File: config.mk
export PLATFORM = sky130hd
export DESIGN_NAME = seven_segment_scanner
export DESIGN_NICKNAME = d
export VERILOG_FILES = /design/src/rtl/seven_segment_scanner.sv
export SDC_FILE = /design/constraint.sdc
export NUM_CORES = 1
export LEC_CHECK = 0
export BUFFER_PORTS_ARGS = -buffer_cell sky130_fd_sc_hd__buf_2
export CORE_MARGIN = 2
export CORE_UTILIZATION = 57
export CTS_CLUSTER_DIAMETER = 120
export CTS_CLUSTER_SIZE = 8
export DETAILED_ROUTE_END_ITERATION = 7
export PLACE_DENSITY = 0.9
export RECOVER_POWER = 50
export SYNTH_ARGS = -nofsm -noshare
export SYNTH_HDL_FRONTEND = slang
export SYNTH_SLANG_ARGS = --single-unit
File: constraint.sdc
create_clock -name clk -period 3.4 [get_ports clk]
set_input_delay 0.34 -clock clk [delete_from_list [all_inputs] [get_ports clk]]
set_output_delay 0.34 -clock clk [all_outputs]
set_load 0.05 [all_outputs]
File: src/rtl/seven_segment_scanner.sv
// ----------------------------------------------------------------------------
// seven_segment_scanner
//
// Time-multiplexes DIGITS hex digits onto one shared segment bus with one
// anode select per digit. A prescaler sets how long each digit slot lasts,
// a free-running counter gives PWM brightness, and all display inputs are
// captured into shadow registers once per frame so a scan never tears.
//
// Optional build macro:
//   SEVEN_SEG_LZ_BLANK_EN  - blank leading zeros of the shadowed value
//                            (scanning down from the top digit; digit 0 is
//                            never blanked, a dotted digit stops blanking).
//
// Ports:
//   clk         in   system clock, rising edge
//   rst         in   asynchronous, active-high reset
//   digit       in   4*DIGITS  hex value of digit i on digit[4i+3:4i]
//   en_dot      in   DIGITS    decimal point enable per digit
//   en_digit    in   DIGITS    digit enable per digit (0 blanks it)
//   brightness  in   BRIGHT_W  PWM duty, 0 = dark
//   pos         out  DIGITS    anode select, pos[i] drives digit i
//   segments    out  8         bit7 = dp, bits6..0 = g,f,e,d,c,b,a
//   frame_done  out  1         one-cycle pulse at each frame wrap
// ----------------------------------------------------------------------------
module seven_segment_scanner #(
    parameter int DIGITS     = 8,
    parameter int CLK_DIV    = 100000,
    parameter int BRIGHT_W   = 4,
    parameter int ACTIVE_LOW = 1
) (
    input  logic                  clk,
    input  logic                  rst,
    input  logic [4*DIGITS-1:0]   digit,
    input  logic [DIGITS-1:0]     en_dot,
    input  logic [DIGITS-1:0]     en_digit,
    input  logic [BRIGHT_W-1:0]   brightness,
    output logic [DIGITS-1:0]     pos,
    output logic [7:0]            segments,
    output logic                  frame_done
);

    localparam int PRE_W = $clog2(CLK_DIV);
    localparam int IDX_W = (DIGITS > 1) ? $clog2(DIGITS) : 1;

    localparam logic [PRE_W-1:0]  PRE_LAST = PRE_W'(CLK_DIV - 1);
    localparam logic [IDX_W-1:0]  IDX_LAST = IDX_W'(DIGITS - 1);

    // Pin-level "off" patterns; XOR with these converts active-high to pins.
    localparam logic [DIGITS-1:0] POS_OFF = {DIGITS{ACTIVE_LOW != 0}};
    localparam logic [7:0]        SEG_OFF = {8{ACTIVE_LOW != 0}};

    logic [PRE_W-1:0]    prescaler;
    logic [IDX_W-1:0]    index;
    logic [BRIGHT_W-1:0] pwm_cnt;
    logic                loaded;

    logic [4*DIGITS-1:0] sh_digit;
    logic [DIGITS-1:0]   sh_dot;
    logic [DIGITS-1:0]   sh_en;
    logic [BRIGHT_W-1:0] sh_bright;

    logic                tick;
    logic                frame_wrap;
    logic                load;

    logic [DIGITS-1:0]   eff_en;
    logic [3:0]          cur_val;
    logic                cur_dot;
    logic                cur_en;
    logic [DIGITS-1:0]   cur_onehot;
    logic                lit;
    logic [DIGITS-1:0]   pos_next;
    logic [7:0]          seg_next;

    function automatic logic [6:0] hex_font(input logic [3:0] v);
        case (v)
            4'h0: hex_font = 7'h3F;
            4'h1: hex_font = 7'h06;
            4'h2: hex_font = 7'h5B;
            4'h3: hex_font = 7'h4F;
            4'h4: hex_font = 7'h66;
            4'h5: hex_font = 7'h6D;
            4'h6: hex_font = 7'h7D;
            4'h7: hex_font = 7'h07;
            4'h8: hex_font = 7'h7F;
            4'h9: hex_font = 7'h6F;
            4'hA: hex_font = 7'h77;
            4'hB: hex_font = 7'h7C;
            4'hC: hex_font = 7'h39;
            4'hD: hex_font = 7'h5E;
            4'hE: hex_font = 7'h79;
            default: hex_font = 7'h71;
        endcase
    endfunction

    assign tick       = (prescaler == PRE_LAST);
    assign frame_wrap = tick && (index == IDX_LAST);
    // First cycle after reset also loads, so the display does not sit blank
    // for a whole frame waiting for the first wrap.
    assign load       = !loaded || frame_wrap;

    always_ff @(posedge clk or posedge rst) begin
        if (rst) begin
            prescaler  <= '0;
            index      <= '0;
            pwm_cnt    <= '0;
            loaded     <= 1'b0;
            frame_done <= 1'b0;
        end else begin
            pwm_cnt    <= pwm_cnt + BRIGHT_W'(1);
            loaded     <= 1'b1;
            frame_done <= frame_wrap;
            if (tick) begin
                prescaler <= '0;
                index     <= (index == IDX_LAST) ? '0 : index + IDX_W'(1);
            end else begin
                prescaler <= prescaler + PRE_W'(1);
            end
        end
    end

    always_ff @(posedge clk or posedge rst) begin
        if (rst) begin
            sh_digit  <= '0;
            sh_dot    <= '0;
            sh_en     <= '0;
            sh_bright <= '0;
        end else if (load) begin
            sh_digit  <= digit;
            sh_dot    <= en_dot;
            sh_en     <= en_digit;
            sh_bright <= brightness;
        end
    end

`ifdef SEVEN_SEG_LZ_BLANK_EN
    logic [DIGITS-1:0] lz_blank;
    logic              lz_leading;

    // Walk down from the top digit; blanking stops at the first digit that
    // is non-zero or has its dot on. Loop stops at 1 so digit 0 always shows.
    always_comb begin
        lz_leading = 1'b1;
        lz_blank   = '0;
        for (int i = DIGITS - 1; i >= 1; i--) begin
            if (lz_leading && (sh_digit[4*i +: 4] == 4'h0) && !sh_dot[i]) begin
                lz_blank[i] = 1'b1;
            end else begin
                lz_leading = 1'b0;
            end
        end
    end

    assign eff_en = sh_en & ~lz_blank;
`else
    assign eff_en = sh_en;
`endif

    always_comb begin
        cur_val    = '0;
        cur_dot    = 1'b0;
        cur_en     = 1'b0;
        cur_onehot = '0;
        for (int i = 0; i < DIGITS; i++) begin
            if (index == IDX_W'(i)) begin
                cur_val       = sh_digit[4*i +: 4];
                cur_dot       = sh_dot[i];
                cur_en        = eff_en[i];
                cur_onehot[i] = 1'b1;
            end
        end
    end

    assign lit = cur_en && (pwm_cnt < sh_bright);

    always_comb begin
        pos_next = '0;
        seg_next = '0;
        if (lit) begin
            pos_next = cur_onehot;
            seg_next = {cur_dot, hex_font(cur_val)};
        end
    end

    // Polarity applied at the output register so the pins are glitch-free.
    always_ff @(posedge clk or posedge rst) begin
        if (rst) begin
            pos      <= POS_OFF;
            segments <= SEG_OFF;
        end else begin
            pos      <= pos_next ^ POS_OFF;
            segments <= seg_next ^ SEG_OFF;
        end
    end

endmodule

Word level (Yosys, flattened, before mapping)
Memory sizes are Yosys's and may differ from the RTL's.
Cells that the tools add are included.

storage, ports and cells
  register bits = 94
  memory bits (read-only) = 112
  bits of input ports = 54
  output and inout port bits = 17
  word-level logic and storage cells = 67
  memories kept = 1

operators by class
  $add $sub $neg = 3
  magnitude comparators = 1
  eq/ne operators = 8
  multiplexer cells = 36
  bitwise logic cells = 2
  reduce and logical (&&, ||, !) cells = 5

memory list
  memory            words  width  read ports  clocked after memory_dff  write ports  line  RTL
  (name not given)  16     7      1           0                         0            76    case (v)

operators by type and width
  kind                     count
  $mux W4                  8
  $mux W1                  24
  $add A17 B1 Y17 const B  1
  $eq A17 B17 Y1 const B   1
  $mux W17                 1
  $mux W8                  2
  $not A8 Y8               2
  $eq A3 B3 Y1 const B     4
  $eq A3 B2 Y1 const B     2
  $add A4 B1 Y4 const B    1
  $lt A4 B4 Y1             1
  $add A3 B1 Y3 const B    1
  $eq A3 B1 Y1 const B     1
  $logic_not A3 Y1         1
  $mux W3                  1
  $logic_and A1 B1 Y1      2
  $logic_not A1 Y1         1
  $logic_or A1 B1 Y1       1

Logic depth before layout (Yosys ltp)
  depth in word-level cells = 12
  mapped depth = 14
  depth with buffers taken out = 12

Worst setup path before layout
OpenSTA, ideal clock, no wires.

  kind = register to register
  start point = register index[0]
  end point = register segments[1]
  library setup time = 0.081 ns
  arrival = 2.692 ns
  data required time = 3.319 ns
  setup slack = 0.626 ns
  stages on the path, launching flop included = 15
  path buffers = 3
  clock period less this slack = 2.774 ns
  path through = dfrtp_1 inv_1 ha_1 clkbuf_8 clkbuf_8 clkbuf_8 a21oi_1 a221oi_1 o22ai_1 a21oi_1 inv_1 ha_1 inv_1 mux2_2 o211ai_1

between the ends
  longest elaborated chain between the ends = 12
  elaborated cells on any way between the ends = 28
  classes of those cells = eq/ne: 7; mux: 17; bitwise: 1; reduce/logical: 2; memory: 1

ends and longest elaborated chain
  item                                                          line  RTL
  start: declaration                                            53    logic [IDX_W-1:0] index;
  start signal: assignment                                      115   index <= (index == IDX_LAST) ? '0 : index + IDX_W'(1);
  $logic_not A3 Y1                                              165   if (index == IDX_W'(i)) begin
  $mux W4 / $mux W1 (equally long branches) (8 in a row)        165
  $mem_v2 Z16 W7 / $logic_and A1 B1 Y1 (equally long branches)  n/a
  $mux W8 (*)                                                   179   if (lit) begin
  $not A8 Y8 (no line) (*)                                      n/a
  end signal: assignment                                        192   segments <= seg_next ^ SEG_OFF;
  end: declaration                                              38    output logic [7:0] segments,

Every way passes the cells marked *; elsewhere a longest branch is shown, timed or not.
A chain may end at the register's enable or synchronous reset.

Worst setup path after layout
Same ends and word-level chain as after synthesis.

==> reports/results.txt <==
The number of enable-type register cells in the synthesized netlist came out at 0. The logs give 23.0% for the global-route total usage across every layer and 1 for the number of max-cap violations. TritonCTS built the clock tree. The placeable core region is 7810 um2. Ranked by total cell area, the synthesized netlist is headed by sky130_fd_sc_hd__dfrtp_1 (42%), sky130_fd_sc_hd__mux2_2 (10%), sky130_fd_sc_hd__dfstp_2 (9.1%).

The detailed router finished its first iteration with 200 violations. For the first-pass GRT wire length, the log shows 15.8 mm. Power comes to 2.29 mW. The logs give 3290 ps for the arrival time of data at the critical path endpoint and 51.2% for the register area share after synthesis.

The final count of pins violating max slew was 53; the critical path data required time was 3690 ps. In the final layout, the share of cells above drive strength 1 is 34.7%. The logs give 66.3% for the utilization of the core after routing and 5 for the number of iterations in the first detailed-routing pass. Routed length per placed instance: 16.5 um. The category of the most critical setup path was reg2reg. Most common cell after layout, fill and taps aside: sky130_fd_sc_hd__dfrtp_1. Clock tree synthesis selected as its root buffer the cell sky130_fd_sc_hd__clkbuf_8. The area growth from synthesis to layout is 11.9%. The mapped netlist covers 4630 um2. During synthesis, Yosys emitted a total of 0 warnings.

Of the available clock period, the critical path in the final layout requires 88.3%. The number of hold buffers added after CTS was 0. The final route contains 3385 vias.

The clock period minus final worst setup slack is 3000 ps. The worst setup path is launched from a register. The average via count per standard cell was 5.86; the final-layout worst hold slack was 194 ps.

Clock latency on the worst-skew pair, taken at its later pin, is 360 ps. 71 I/O pins were placed. The final reports fail on max-capacitance violations, max-slew violations. The top cell type's share of synthesized area was 42.2%.

The tools report the type of destination of the critical path as a register. Setup violations remaining at the end of the flow were counted as 0. For this run, the top clock speed supported by timing is 0.333 GHz. Counting distinct cell types in the post-synthesis netlist gives 56.

After detailed routing, the number of remaining DRC violations is 0. The repair_antennas step left the layout with diodes totalling 0. The run finished, with violations left. In the synthesized netlist the async set-or-reset flop fraction comes to 100%. The logs give 565 for the fill cell instance count of the final layout and 94 for the CTS sink count. Timing analysis after detailed placement gives a worst setup slack of 474 ps. The run gives 0 as the buffers inserted during post-CTS setup optimization. The relative slew slack is -51.8%, and the count of buffers from port buffering is 70. The die covers 8860 um2. Leaving out fill and tap cells, the most frequent cells in the layout are sky130_fd_sc_hd__dfrtp_1 (78), sky130_fd_sc_hd__buf_2 (69), sky130_fd_sc_hd__mux2_2 (41). The overall die height was 94.1 um; the total nets after synthesis was 471.

The most numerous cell type found on the critical path is sky130_fd_sc_hd__inv_1. Entering global routing, the biggest net connects 56 pins. At the end of routability-driven placement, the weighted congestion stood at 0.812.

The floorplan has 32 rows. The maximum vdd ir drop is 230 uV. Worst-path cell with the longest stage delay: sky130_fd_sc_hd__a21oi_1. The post-cts sizing count is 0, and the initial antenna violation count is 0. The type of the tightest min-delay check is in2reg.

Traced cell by cell, the critical path runs through inv_1 -> ha_1 -> a21oi_1 -> a221oi_1 -> o22ai_1 -> a21oi_1 -> inv_1 -> ha_1 -> inv_1 -> mux2_2 -> o211ai_1. Synthesis handed over a netlist of 400 instances. The number of synthesized register bits is 94, and the biggest cell delay along the critical path is 450 ps.

The power per cell area came out at 443 nW/um2. Final critical-path setup slack: 397 ps. The total clock buffers created by CTS came out at 9. Counting along the longest clock path gives a buffer depth of 2.

The logs give 3358 for the via count of the first global-routing pass and 59.3% for the starting density of the core. The critical path buffer and inverter count is 3, and the total congestion overflow is 0. Clock-pin slew was measured on the worst setup and hold paths at 90 ps. Summed over all layers, the routed wires come to 9.56 mm. The maximum fanout count along the critical path came out at 13. The transition time at the pin with the least slew margin is 2270 ps. Commonest register cell after synthesis: sky130_fd_sc_hd__dfrtp_1. The average instance in the mapped netlist occupies 11.6 um2.

The half-perimeter wire length of the detailed placement result is 7.02 mm. After routing, the total negative slack on setup checks comes to 0 ps. The die boundary width is 94.1 um, and the maximum level of the CTS H-tree is 3. Largest area contributor in the netlist: sky130_fd_sc_hd__dfrtp_1. The run gives 11.0 ps as the setup clock skew after layout. In this run the static leakage power is 2.32 nW. The number of hold violations in the final report was 0. Setup repair after global routing left no endpoint under its margin. The kind of cell with the highest combined delay along the critical path is compound AO/OA/AOI/OAI gates.

The number of nets in the layout was 542. Once detail routing completed, the nets flagged for antenna violations numbered 0.
per-layer routing:
layer / wire [um] / GRT usage, % / vias to the layer above / share of wire [%]
li1: - / - / 1542 / -
met1: 4080 / 29.6 / 1667 / 43
met2: 4700 / 38.5 / 156 / 49
met3: 586 / 3.77 / 20 / 6.1
met4: 202 / 10.0 / 0 / 2.1
met5: 0 / 0 / - / 0
through the flow:
step	std cells	instance area, um2
after floorplan	400	4630
after global placement	562	5000
after detailed placement	562	5000
after CTS	578	5190
after global routing	578	5180
final	578	5180
cell type report:
cell class                      count  area, um2  share of cell area (%)
Tap cell                          102        128                    2.46
Multi-Input combinational cell    262       1960                    37.8
Clock buffer                       13        149                    2.87
Clock inverter                      3       43.8                   0.845
Inverter                           22       83.8                    1.62
Sequential cell                    94       2370                    45.8
Timing Repair Buffer               82        444                    8.57
flip-flops by register name (all words and copies together) (netlist names):
register    flops
pos             8
prescaler      17
frame_done      1
sh_dot          8
pwm_cnt         4
sh_bright       4
sh_digit       32
eff_en          8
index           3
loaded          1
segments        8
cells by family after synthesis:
family / after synthesis / share of synthesized area (%)
DFF: 94 / 51.2
buffers and inverters: 44 / 6.51
and+or+nand+nor: 111 / 12.4
muxes: 48 / 11.5
other: 1 / 0.0810
adders and majority gates: 17 / 4.59
AOI/OAI and AO/OA: 68 / 10.5
xor gates and xnor gates: 17 / 3.22
worst paths after layout:
path | slack [ps] | to | cells after the start | start
worst max-delay path | 400 | segments[1]$_DFF_PP1_ | 11 | index[0]$_DFFE_PP0N_
worst min-delay path | 190 | sh_bright[2]$_DFFE_PP0P_ | 3 | brightness[2]
worst max register to register | 400 | segments[1]$_DFF_PP1_ | 11 | index[0]$_DFFE_PP0N_
worst min register to register | 480 | pwm_cnt[0]$_DFF_PP0_ | 1 | pwm_cnt[0]$_DFF_PP0_
max in group asynchronous | 1000 | sh_digit[13]$_DFFE_PP0P_ | 3 | rst
min in group asynchronous | 580 | eff_en[0]$_DFFE_PP0P_ | 2 | rst
cells in the mapped netlist, types with 9 or more instances:
library cell              count
sky130_fd_sc_hd__ha_1        17
sky130_fd_sc_hd__dfstp_2     16
sky130_fd_sc_hd__o21ai_0     19
sky130_fd_sc_hd__nor2_1      16
sky130_fd_sc_hd__inv_1       22
sky130_fd_sc_hd__nand2_1     38
sky130_fd_sc_hd__mux2_2      41
sky130_fd_sc_hd__nand3_1     23
sky130_fd_sc_hd__dfrtp_1     78
sky130_fd_sc_hd__a21oi_1     16
sky130_fd_sc_hd__xnor2_1      9
power by group:
group / internal (mW) / leakage, nW / switching, mW
clock network: 0.361 / 0.0976 / 0.359
logic: 0.131 / 1.10 / 0.193
registers: 1.21 / 1.12 / 0.0432
tightest hold or removal path, stage by stage:
cell                      delay (ps)
sky130_fd_sc_hd__buf_2            80
sky130_fd_sc_hd__nand2_1          30
sky130_fd_sc_hd__o21ai_0          60
No activity file was read; power rests on OpenSTA's default activity.
